## src/rtl/sweep_scheduler.sv

```systemverilog
// Frequency sweep sequencer: steps the NCO tuning word and gates
// the ADC acquisition window with settle/acquire timing per point.
module sweep_scheduler #(
  parameter int FREQ_BITS = 32,
  parameter int CNT_BITS  = 16
) (
  input  logic                 clk_adc,
  input  logic                 reset,
  input  logic                 start,
  input  logic                 abort,
  input  logic                 mode_nCont_disc,
  input  logic [FREQ_BITS-1:0] freq_start,
  input  logic [FREQ_BITS-1:0] freq_step,
  input  logic [CNT_BITS-1:0]  n_points,
  input  logic [CNT_BITS-1:0]  settle_cycles,
  input  logic [CNT_BITS-1:0]  acquire_cycles,
  output logic [FREQ_BITS-1:0] freq_word,
  output logic                 ADC_acquire,
  output logic [CNT_BITS-1:0]  point_index,
  output logic                 busy,
  output logic                 done
);

  typedef enum logic [1:0] {
    IDLE, SETTLE, ACQUIRE, DONE
  } state_t;

  localparam logic [CNT_BITS-1:0] ONE = CNT_BITS'(1);

  state_t state_q, state_d;

  logic [CNT_BITS-1:0]  cnt_q, cnt_d;
  logic [CNT_BITS-1:0]  point_q, point_d;
  logic [FREQ_BITS-1:0] freq_q, freq_d;

  logic [FREQ_BITS-1:0] step_q;
  logic [CNT_BITS-1:0]  n_q, s_q, a_q;
  logic                 disc_q;
  logic                 load;

  logic acq_q, acq_d;
  logic busy_q, busy_d;
  logic done_q, done_d;

  logic settle_last, acq_last, last_pt;

  // Zero-length settle/acquire collapse to a single cycle
  assign settle_last = (s_q == '0) || (cnt_q == s_q - ONE);
  assign acq_last    = (a_q == '0) || (cnt_q == a_q - ONE);
  assign last_pt     = (point_q == n_q - ONE);

  always_ff @(posedge clk_adc) begin
    if (reset) begin
      state_q <= IDLE;
      cnt_q   <= '0;
      point_q <= '0;
      freq_q  <= '0;
      step_q  <= '0;
      n_q     <= '0;
      s_q     <= '0;
      a_q     <= '0;
      disc_q  <= 1'b0;
      acq_q   <= 1'b0;
      busy_q  <= 1'b0;
      done_q  <= 1'b0;
    end else begin
      state_q <= state_d;
      cnt_q   <= cnt_d;
      point_q <= point_d;
      freq_q  <= freq_d;
      acq_q   <= acq_d;
      busy_q  <= busy_d;
      done_q  <= done_d;
      if (load) begin
        step_q <= freq_step;
        n_q    <= n_points;
        s_q    <= settle_cycles;
        a_q    <= acquire_cycles;
        disc_q <= mode_nCont_disc;
      end
    end
  end

  always_comb begin
    state_d = state_q;
    cnt_d   = cnt_q;
    point_d = point_q;
    freq_d  = freq_q;
    load    = 1'b0;
    if (abort) begin
      state_d = IDLE;
      cnt_d   = '0;
    end else begin
      unique case (state_q)
        IDLE: begin
          if (start && (n_points != '0)) begin
            load    = 1'b1;
            state_d = SETTLE;
            cnt_d   = '0;
            freq_d  = freq_start;
            point_d = '0;
          end
        end
        SETTLE: begin
          if (settle_last) begin
            state_d = ACQUIRE;
            cnt_d   = '0;
          end else begin
            cnt_d = cnt_q + ONE;
          end
        end
        ACQUIRE: begin
          if (acq_last) begin
            cnt_d = '0;
            if (last_pt) begin
              state_d = DONE;
            end else begin
              freq_d  = freq_q + step_q;
              point_d = point_q + ONE;
              state_d = disc_q ? SETTLE : ACQUIRE;
            end
          end else begin
            cnt_d = cnt_q + ONE;
          end
        end
        DONE: begin
          state_d = IDLE;
        end
        default: begin
          state_d = IDLE;
        end
      endcase
    end
  end

  // Flags are decoded from the next state so they land in registers
  always_comb begin
    acq_d  = (state_d == ACQUIRE);
    busy_d = (state_d != IDLE);
    done_d = (state_d == DONE);
  end

  assign freq_word   = freq_q;
  assign point_index = point_q;
  assign ADC_acquire = acq_q;
  assign busy        = busy_q;
  assign done        = done_q;

endmodule
```

## config.mk

```make
export PLATFORM = sky130hd
export DESIGN_NAME = sweep_scheduler
export DESIGN_NICKNAME = d
export VERILOG_FILES = /design/src/rtl/sweep_scheduler.sv
export SDC_FILE = /design/constraint.sdc
export NUM_CORES = 1
export LEC_CHECK = 0
export ABC_CLOCK_PERIOD_IN_PS = 6900
export CAP_MARGIN = 20
export CORE_ASPECT_RATIO = 0.9
export CORE_UTILIZATION = 58
export DETAILED_ROUTE_END_ITERATION = 16
export PLACE_DENSITY = 0.95
export RECOVER_POWER = 25
export SYNTH_ARGS = -nofsm -noshare
export SYNTH_HDL_FRONTEND = slang
export SYNTH_SLANG_ARGS = --single-unit
export TNS_END_PERCENT = 5
```

## constraint.sdc

```tcl
create_clock -name clk_adc -period 6.9 [get_ports clk_adc]
set_clock_uncertainty 0.1 [all_clocks]
set_input_delay 1.38 -clock clk_adc [delete_from_list [all_inputs] [get_ports clk_adc]]
set_output_delay 1.38 -clock clk_adc [all_outputs]
set_load 0.02 [all_outputs]
```

==> results_dict.tcl, run 1 <==
set metrics [dict create \
    drive_above_1_share_pct 3.65 \
    track_usage_pct 32.8 \
    finalCritPeriodShare_pct 65.1 \
    cts_root_buf "clkbuf_16" \
    max_stage_delay_ns 0.52 \
    io_pins 168 \
    ir_drop_mv 0.181 \
    worst_pin_slew_ns 1.07 \
    slew_violations 0 \
    ys_seq_area_share_pct 31.6 \
    leakagePower_nw 4.54 \
    fillers 1147 \
    wl_um 28000 \
    critical-path-top-delay-family "simple AND/OR/NAND/NOR gates" \
    antenna_cells 0 \
    critPathLaunchType "primary input" \
    cts_max_level 4 \
    layout.nets 1518 \
    holdCritStartpoint "step_q[5]$_SDFFE_PP0P_" \
    drv_cap 0 \
    r2r_start "s_q[5]$_SDFFE_PP0P_" \
    clock_path_buffers 2 \
    hold_path_depth 2 \
    synth_top_area_share_pct 31.6 \
    post_cts_resized 0 \
    setup_ws_ns 2.41 \
    core_mm2 0.0161 \
    cp.buffers_inverters 2 \
    ant_nets 0 \
    grt_pass1_wl_um 43700 \
    async_flop_share_pct 0 \
    r2r_setup_slack_ns 2.56 \
    gp_congestion 0.958 \
    min_to "step_q[5]$_SDFFE_PP0P_" \
    grt_pass1_vias 9154 \
    cts_hold_buf 0 \
    via_count 10000 \
    dpl.hpwl_um 19300 \
    detail_route.wl_per_cell_um 17.8 \
    post_cts_buffers 0 \
    antenna_found_initial 0 \
    cts.sinks 150 \
    synth_edf_count 0 \
    synthTopCellsByArea "dfxtp_1 32%, nand2_1 9.3%, a21oi_1 6.7%, xnor2_1 6.1%, ha_1 5.7%" \
    clock.fmax_mhz 223 \
    hold_viol_final 0 \
    arrival_ns 4.66 \
    fin_tns_setup_ns 0 \
    r2r_cells 9 \
    cp_common_cell "nor3_1" \
    cp.required_ns 7.07 \
    setup_viol 0 \
    yosysUniqueCellTypes 78 \
    numCtsBuffers 17 \
    die_h_um 123 \
    critPathCaptureType "flop" \
    preCtsSetupSlack_ns 2.12 \
    die-area_mm2 0.0169 \
    viasPerCell 6.35 \
    crit_fanout 43 \
    firstDrtPassIters 8 \
    avgSynthCellArea_um2 7.65 \
    rows 44 \
    r2r-end "cnt_q[11]$_SDFFE_PP0P_" \
    drt_iter0_markers 974 \
    drcViolationCount 0 \
    synth.most_common_cell "nand2_1" \
    start_util_pct 59.2 \
    yosys.area.top_type "dfxtp_1" \
    synth_common_cells "235 x nand2_1, 150 x dfxtp_1, 127 x a21oi_1" \
    ys_ff_latch 150 \
    die_w_um 137 \
    synth_flop_cell "dfxtp_1" \
    yosysWarningCount 0 \
    cts_tree "built" \
    grt_max_degree 102 \
    netlist_instances 1243 \
    cp_slowest_cell "a41oi_1" \
    overflow 0 \
    power_density_mw_per_mm2 209 \
    synth.net_count 1404 \
    status "complete, no violations" \
    slew_headroom_pct 28.5 \
    power_mw 2.46 \
    worstPathCellList "clkdlybuf4s50_1 > nor4_1 > a41oi_1 > nor2b_1 > nor3_1 > nand2_1 > nand2_2 > buf_4 > and3_1 > nor3_1" \
    port_buffers 167 \
    rsz0062_at_grt "no" \
    worstSetupPathType "in -> reg" \
    clk_latency_ns 0.43 \
    cts.clk_slew.worst_paths_ns 0.06 \
    synthToLayoutAreaGrowth_pct 23.9 \
    min_period_ns 4.49 \
    hold_class "reg -> reg" \
    syn_area_mm2 0.00951 \
]
-- stage by stage --
step	area [µm²]	instances	util (%)	hold slack [ns]
2_1_floorplan	9510	1243	-	0.340
3_5_place_dp	11200	1545	69.5	0.357
4_1_cts	11800	1576	73.3	0.367
6_report	11800	1576	73.3	0.366
3_3_place_gp	11200	1545	69.5	0.348
5_1_grt	11800	1576	73.3	0.385
-- kinds of logic (layout without fill, tap and decap cells) --
group,count (synthesis),after routing,synth area share [%]
AO/OA/AOI/OAI,313,313,21.3
XOR/XNOR,91,91,8.38
adder cells (fa/ha/maj),44,44,5.87
buffers and inverters,112,238,4.59
flip-flops,150,150,31.6
multiplexers,30,30,3.17
AND/OR/NAND/NOR,503,503,25.1
-- layout make-up --
cell class	instances	area [µm²]	share of cell area, %
clock buffers	23	468	3.97
clock inverters	8	146	1.24
inverters	36	135	1.15
multi-input cells	981	6080	51.6
flip-flops and latches	150	3000	25.5
well taps	207	259	2.20
repair buffers	171	1700	14.4
-- power by group --
group,switching (mW),internal (mW),total [mW]
sequential,0.0489,0.910,0.959
combinational,0.285,0.230,0.514
clock,0.365,0.622,0.988
-- sequential cells by signal, summed over array words and instances, names as in the netlist --
register / flops
done: 1
disc_q: 1
s_q: 16
cnt_q: 16
state_q: 2
n_q: 16
freq_word: 32
ADC_acquire: 1
a_q: 16
point_index: 16
step_q: 32
busy: 1
-- routing by layer --
| layer | wire, µm | global-route usage, % | up-vias |
|---|---|---|---|
| met3 | 2480 | 5.41 | 104 |
| met5 | 0 | 0 | - |
| met2 | 12500 | 50.9 | 576 |
| met1 | 11900 | 43.8 | 4641 |
| li1 | - | - | 4679 |
| met4 | 1110 | 17.0 | 0 |
-- how the worst max path moves through the flow --
stage	startpoint	end	slack, ns	depth (start not counted)
after detailed placement	n_points[11]	freq_word[23]$_SDFFE_PP0P_	2.12	10
final	n_points[11]	freq_word[24]$_SDFFE_PP0P_	2.41	10
after global routing	n_points[10]	freq_word[23]$_SDFFE_PP0P_	2.14	10
after CTS	n_points[13]	freq_word[23]$_SDFFE_PP0P_	2.46	10
after global placement	n_points[11]	freq_word[24]$_SDFFE_PP0P_	2.31	10
after floorplan	n_points[0]	cnt_q[10]$_SDFFE_PP0P_	3.36	10
-- worst reg2reg max path: cells and delay by family (launching register included) --
kind             cells  cell delay [ns]
AO/OA/AOI/OAI        4             1.97
AND/OR/NAND/NOR      5             1.79
flip-flops           1             0.35
-- placed cells by master, fill, tap and decap left out, drive strengths merged, types with 5 or more instances in the layout --
cell and n:
buf 5, nand2 236, nand4 17, ha 43, a311oi 5, clkdlybuf4s50 116
nor2b 11, and4 6, dfxtp 150, a211oi 37, clkbuf 23, xnor2 66
o21ai 35, xor2 25, a21oi 128, o2111ai 7, or2 5, o211ai 12
nand3 21, and3 18, o31ai 8, nor3 37, a21o 17, dlygate4sd3 50
nor2 73, a31oi 15, nand3b 9, mux2i 29, nor4 23, nor3b 7
nand2b 16, or4 14, inv 37
Note: power is estimated with default switching activity, not from simulation.
==> run 2: changes to the inputs <==
- ABC_CLOCK_PERIOD_IN_PS: 6900 -> 4300
- CORE_UTILIZATION: 58 -> 54
- PLACE_DENSITY: 0.95 -> 0.91
- clock period: 6.9 -> 4.3 ns (I/O delays scaled with it)
==> run 2 against run 1 <==
Count of clock-buffer cells in the layout down 2. Global-route usage down 2.2 points. Largest cell class unchanged. Highest routed layer is now met5. Cell count up 2.2%.
==> results_dict.tcl, run 2 (synthesis results as in run 1) <==
set metrics [dict create \
    hold_class "reg -> reg" \
    slew_headroom_pct 41.7 \
    layout.nets 1525 \
    power_density_mw_per_mm2 338 \
    rows 45 \
    power.internal_mw 2.90 \
    gp_congestion 0.982 \
    switching_share_pct 27.9 \
    r2r-end "freq_word[1]$_SDFFE_PP0P_" \
    ir_drop_mv 0.290 \
    layout_commonest_cell "nand2_1" \
    clk_latency_ns 0.43 \
    drcViolationCount 0 \
    holdCritStartpoint "step_q[22]$_SDFFE_PP0P_" \
    die-area_mm2 0.0182 \
    finalNonFillerCells 1610 \
    via_count 9889 \
    worstSetupPathType "reg -> reg" \
    clock_power_share_pct 40.9 \
    dpl.hpwl_um 19900 \
    track_usage_pct 30.6 \
    final-seq-area_mm2 0.00300 \
    synthToLayoutAreaGrowth_pct 25.2 \
    viasPerCell 6.14 \
    r2r_cells 11 \
    combPwrFrac_pct 20.9 \
    numCtsBuffers 17 \
    setup_viol 0 \
    cts_root_buf "clkbuf_16" \
    critPathCaptureType "flop" \
    preCtsSetupSlack_ns -0.000294 \
    start_util_pct 55.8 \
    overflow 0 \
    hold_viol_final 0 \
    leakagePower_nw 4.59 \
    drt_iter0_markers 995 \
    ant_nets 0 \
    detail_route.wl_per_cell_um 17.3 \
    slew_violations 0 \
    finalCritPeriodShare_pct 93.6 \
    cp.required_ns 4.52 \
    die_h_um 128 \
    firstDrtPassIters 6 \
    critPathLaunchType "flop" \
    grt_max_degree 77 \
    status "complete, no violations" \
    pwr-share-seq_pct 38.2 \
    fillers 1336 \
    final_cell_mix "235 x nand2_1, 150 x dfxtp_1, 127 x a21oi_1, 116 x clkdlybuf4s50_1, 73 x nor2_1" \
    port_buffers 167 \
    final_util_pct 69.8 \
    p_sw_mw 1.12 \
    placed_cells 1580 \
    cts.sinks 150 \
    post_cts_buffers 0 \
    min_period_ns 4.03 \
    crit_fanout 13 \
    die_w_um 142 \
    clock.fmax_mhz 248 \
    multiInputGateArea_mm2 0.00608 \
    rsz0062_at_grt "no" \
    arrival_ns 4.25 \
    wl_um 27900 \
    fin_tns_setup_ns 0 \
    grt_pass1_wl_um 44500 \
    io_pins 168 \
    cts.clk_slew.worst_paths_ns 0.06 \
    setup_ws_ns 0.273 \
    min_to "step_q[22]$_SDFFE_PP0P_" \
    drv_cap 0 \
    drive_above_1_share_pct 4.29 \
    antenna_found_initial 1 \
    hold_path_depth 2 \
    worst_pin_slew_ns 0.874 \
    r2r_setup_slack_ns 0.27 \
    core_mm2 0.0171 \
    antenna_cells 0 \
    whs_ns 0.359 \
    clock_path_buffers 2 \
    r2r_start "n_q[0]$_SDFFE_PP0P_" \
    cts_tree "built" \
    grt_pass1_vias 9118 \
    cts_max_level 4 \
]
==> run 2: how the worst max path moves through the flow <==
stage | startpoint | end | slack (ns) | cells after the start
global placement | n_points[11] | freq_word[30]$_SDFFE_PP0P_ | 0.35 | 10
finish | n_q[0]$_SDFFE_PP0P_ | freq_word[1]$_SDFFE_PP0P_ | 0.27 | 11
global route | n_q[0]$_SDFFE_PP0P_ | freq_word[1]$_SDFFE_PP0P_ | 0.07 | 11
detailed placement | n_points[11] | freq_word[22]$_SDFFE_PP0P_ | -0.0003 | 10
CTS | n_q[0]$_SDFFE_PP0P_ | freq_word[22]$_SDFFE_PP0P_ | 0.28 | 11
floorplan | n_q[0]$_SDFFE_PP0P_ | freq_word[31]$_SDFFE_PP0P_ | 1.01 | 12
==> run 2: metrics by stage <==
stage               power, mW  area (µm²)
CTS                      4.02       11900
floorplan                2.08        9510
finish                   4.02       11900
global route             4.18       11900
global placement         2.36       11300
detailed placement       2.39       11300
==> run 2: final cells by class <==
class,instances,area share [%]
Clock buffer,21,3.95
Timing Repair Buffer,178,14.7
Tap cell,235,2.47
Clock inverter,9,1.46
Multi-Input combinational cell,981,51.1
Sequential cell,150,25.2
Inverter,36,1.13
==> run 2: timing repair <==
action / 4_1_cts / 5_1_grt
hold endpoints to repair: 0 / 0
hold buffers: 0 / 0
gates resized for setup: 0 / 1
endpoints found under the setup margin: 0 / 5
==> run 2: routing by layer <==
layer,global-route usage [%],share of wire (%),wire [µm]
met1,40.6,44,12100
met2,49.8,45,12500
met3,5.49,8.5,2380
met4,11.6,3.1,873
met5,0,0.039,11
==> run 2: critical path: stages (launching register included) <==
cell       delay, ns
dfxtp_1         0.36
inv_1           0.09
ha_1            0.23
or3b_2          0.53
or4_1           0.54
a222oi_1        0.36
o2111a_1        0.25
o2111ai_2       0.20
o211ai_2        0.27
and2_1          0.52
a211oi_1        0.16
a211oi_1        0.33
==> run 2: power groups by stage <==
stage / clock (mW) / sequential (mW) / combinational, mW
6_report: 1.64 / 1.54 / 0.842
5_1_grt: 1.72 / 1.55 / 0.911
4_1_cts: 1.65 / 1.54 / 0.840
3_5_place_dp: 0 / 1.57 / 0.828
3_3_place_gp: 0 / 1.56 / 0.799
2_1_floorplan: 0 / 1.58 / 0.502
==> run 3: changes to the inputs <==
- CORE_MARGIN: default -> 8
- SKIP_CTS_REPAIR_TIMING: default -> 1
==> run 3 against run 2 <==
Die area grew 22%. Non-clock buffer count decreased by 1. Wire length is 2.0% higher.
==> results_dict.tcl, run 3 (synthesis results as in run 1) <==
set metrics [dict create \
    track_usage_pct 25.5 \
    rows 46 \
    clk_latency_ns 0.43 \
    r2r_setup_slack_ns 0.36 \
    core_mm2 0.0174 \
    wl_um 28400 \
    clock.fmax_mhz 254 \
    start_util_pct 54.5 \
    antenna_found_initial 2 \
    setup_viol 0 \
    r2r_cells 11 \
    final_cell_mix "235 x nand2_1, 150 x dfxtp_1, 127 x a21oi_1, 116 x clkdlybuf4s50_1, 73 x nor2_1" \
    finalCritPeriodShare_pct 91.6 \
    arrival_ns 4.17 \
    synthToLayoutAreaGrowth_pct 25.2 \
    layout_commonest_cell "nand2_1" \
    power_density_mw_per_mm2 334 \
    hold_viol_final 0 \
    cp-startpoint "n_q[0]$_SDFFE_PP0P_" \
    hold_class "reg -> reg" \
    grt_busiest_layer "met2" \
    grtUsageMet3_pct 5.26 \
    cts.clk_slew.worst_paths_ns 0.06 \
    die-area_mm2 0.0221 \
    rsz0062_at_grt "no" \
    dpl.hpwl_um 20400 \
    min_period_ns 3.94 \
    fillers 1405 \
    use_met1_pct 33.3 \
    die_h_um 142 \
    via_count 9713 \
    ir_drop_mv 0.250 \
    crit_fanout 13 \
    grt_pass1_wl_um 46600 \
    met2_usage_pct 40.5 \
    worstSetupPathType "reg -> reg" \
    cts_root_buf "clkbuf_16" \
    drcViolationCount 0 \
    fin_tns_setup_ns 0 \
    critPathCaptureType "flop" \
    ant_nets 0 \
    io_pins 168 \
    gp_congestion 0.954 \
    preCtsSetupSlack_ns 0.218 \
    r2r_start "n_q[0]$_SDFFE_PP0P_" \
    grt_pass1_vias 9310 \
    drv_cap 0 \
    slew_violations 0 \
    grt_max_degree 74 \
    layout.nets 1524 \
    cts_max_level 4 \
    critPathLaunchType "flop" \
    cts_tree "built" \
    cts.sinks 150 \
    leakagePower_nw 4.58 \
    die_w_um 156 \
    overflow 0 \
    cp.required_ns 4.53 \
    detail_route.wl_per_cell_um 17.6 \
    worst_pin_slew_ns 0.893 \
    setup_ws_ns 0.363 \
    viasPerCell 6.01 \
    slew_headroom_pct 40.4 \
    drt_iter0_markers 823 \
    crit_end "freq_word[1]$_SDFFE_PP0P_" \
    numCtsBuffers 17 \
    port_buffers 167 \
    clock_path_buffers 2 \
    firstDrtPassIters 6 \
    status "complete, no violations" \
    r2r-end "freq_word[1]$_SDFFE_PP0P_" \
    drive_above_1_share_pct 4.29 \
]
==> run 3: changes by cell type in the layout (fill, tap and decap cells not counted), sizes merged <==
| cell | previous run | this run |
|---|---|---|
| clkbuf | 21 | 18 |
| clkinv | 4 | 6 |
| clkinvlp | 0 | 2 |
| diode | 0 | 2 |
| buf | 12 | 11 |
==> run 3: report_power, final <==
group	leakage, nW	switching [mW]	total [mW]	internal [mW]
registers	1.22	0.0761	1.54	1.46
clock network	0.306	0.587	1.61	1.02
logic	3.05	0.456	0.832	0.375
total	4.58	1.12	3.98	2.86
==> run 3: area by class of cell <==
cell class / count / area, µm² / area share, %
antenna: 2 / 5.00 / 0.0420
inverter: 36 / 135 / 1.13
sequential: 150 / 3000 / 25.2
timing repair buffer: 177 / 1760 / 14.7
clock buffer: 18 / 429 / 3.60
tap: 240 / 300 / 2.52
multi-input combinational: 981 / 6080 / 51.0
clock inverter: 13 / 206 / 1.73
==> run 3: worst min-delay path by stage <==
stage	start	end	slack, ns	depth (start not counted)
final	step_q[27]$_SDFFE_PP0P_	step_q[27]$_SDFFE_PP0P_	0.36	2
after global placement	step_q[20]$_SDFFE_PP0P_	step_q[20]$_SDFFE_PP0P_	0.35	2
after CTS	step_q[22]$_SDFFE_PP0P_	step_q[22]$_SDFFE_PP0P_	0.36	2
after global routing	step_q[9]$_SDFFE_PP0P_	step_q[9]$_SDFFE_PP0P_	0.39	2
after detailed placement	step_q[22]$_SDFFE_PP0P_	step_q[22]$_SDFFE_PP0P_	0.35	2
after floorplan	step_q[0]$_SDFFE_PP0P_	step_q[0]$_SDFFE_PP0P_	0.34	2
==> run 3: critical path, cell delays in order (launching register included) <==
cell and delay [ns]:
dfxtp_1 0.36, inv_1 0.08, ha_1 0.21, or3b_2 0.53, or4_1 0.56, a222oi_1 0.45
o2111a_1 0.27, o2111ai_2 0.19, o211ai_2 0.25, and2_1 0.48, a211oi_1 0.10, a211oi_1 0.26
==> run 3: metal layers <==
layer  vias to the layer above  wire length (µm)
li1                       4678                 -
met1                      4543             12500
met2                       443             13000
met3                        49              2240
met4                         0               673
met5                         -                 0
==> run 3: per-stage QoR <==
step                      utilization [%]  hold slack (ns)  area (µm²)  power [mW]  cells
after floorplan                         -            0.340        9510        2.08   1243
after global placement               64.6            0.347       11300        2.36   1584
after detailed placement             64.6            0.354       11300        2.39   1584
after CTS                            68.3            0.365       11900        4.00   1615
after global routing                 68.3            0.389       11900        4.14   1617
final                                68.3            0.364       11900        3.98   1617
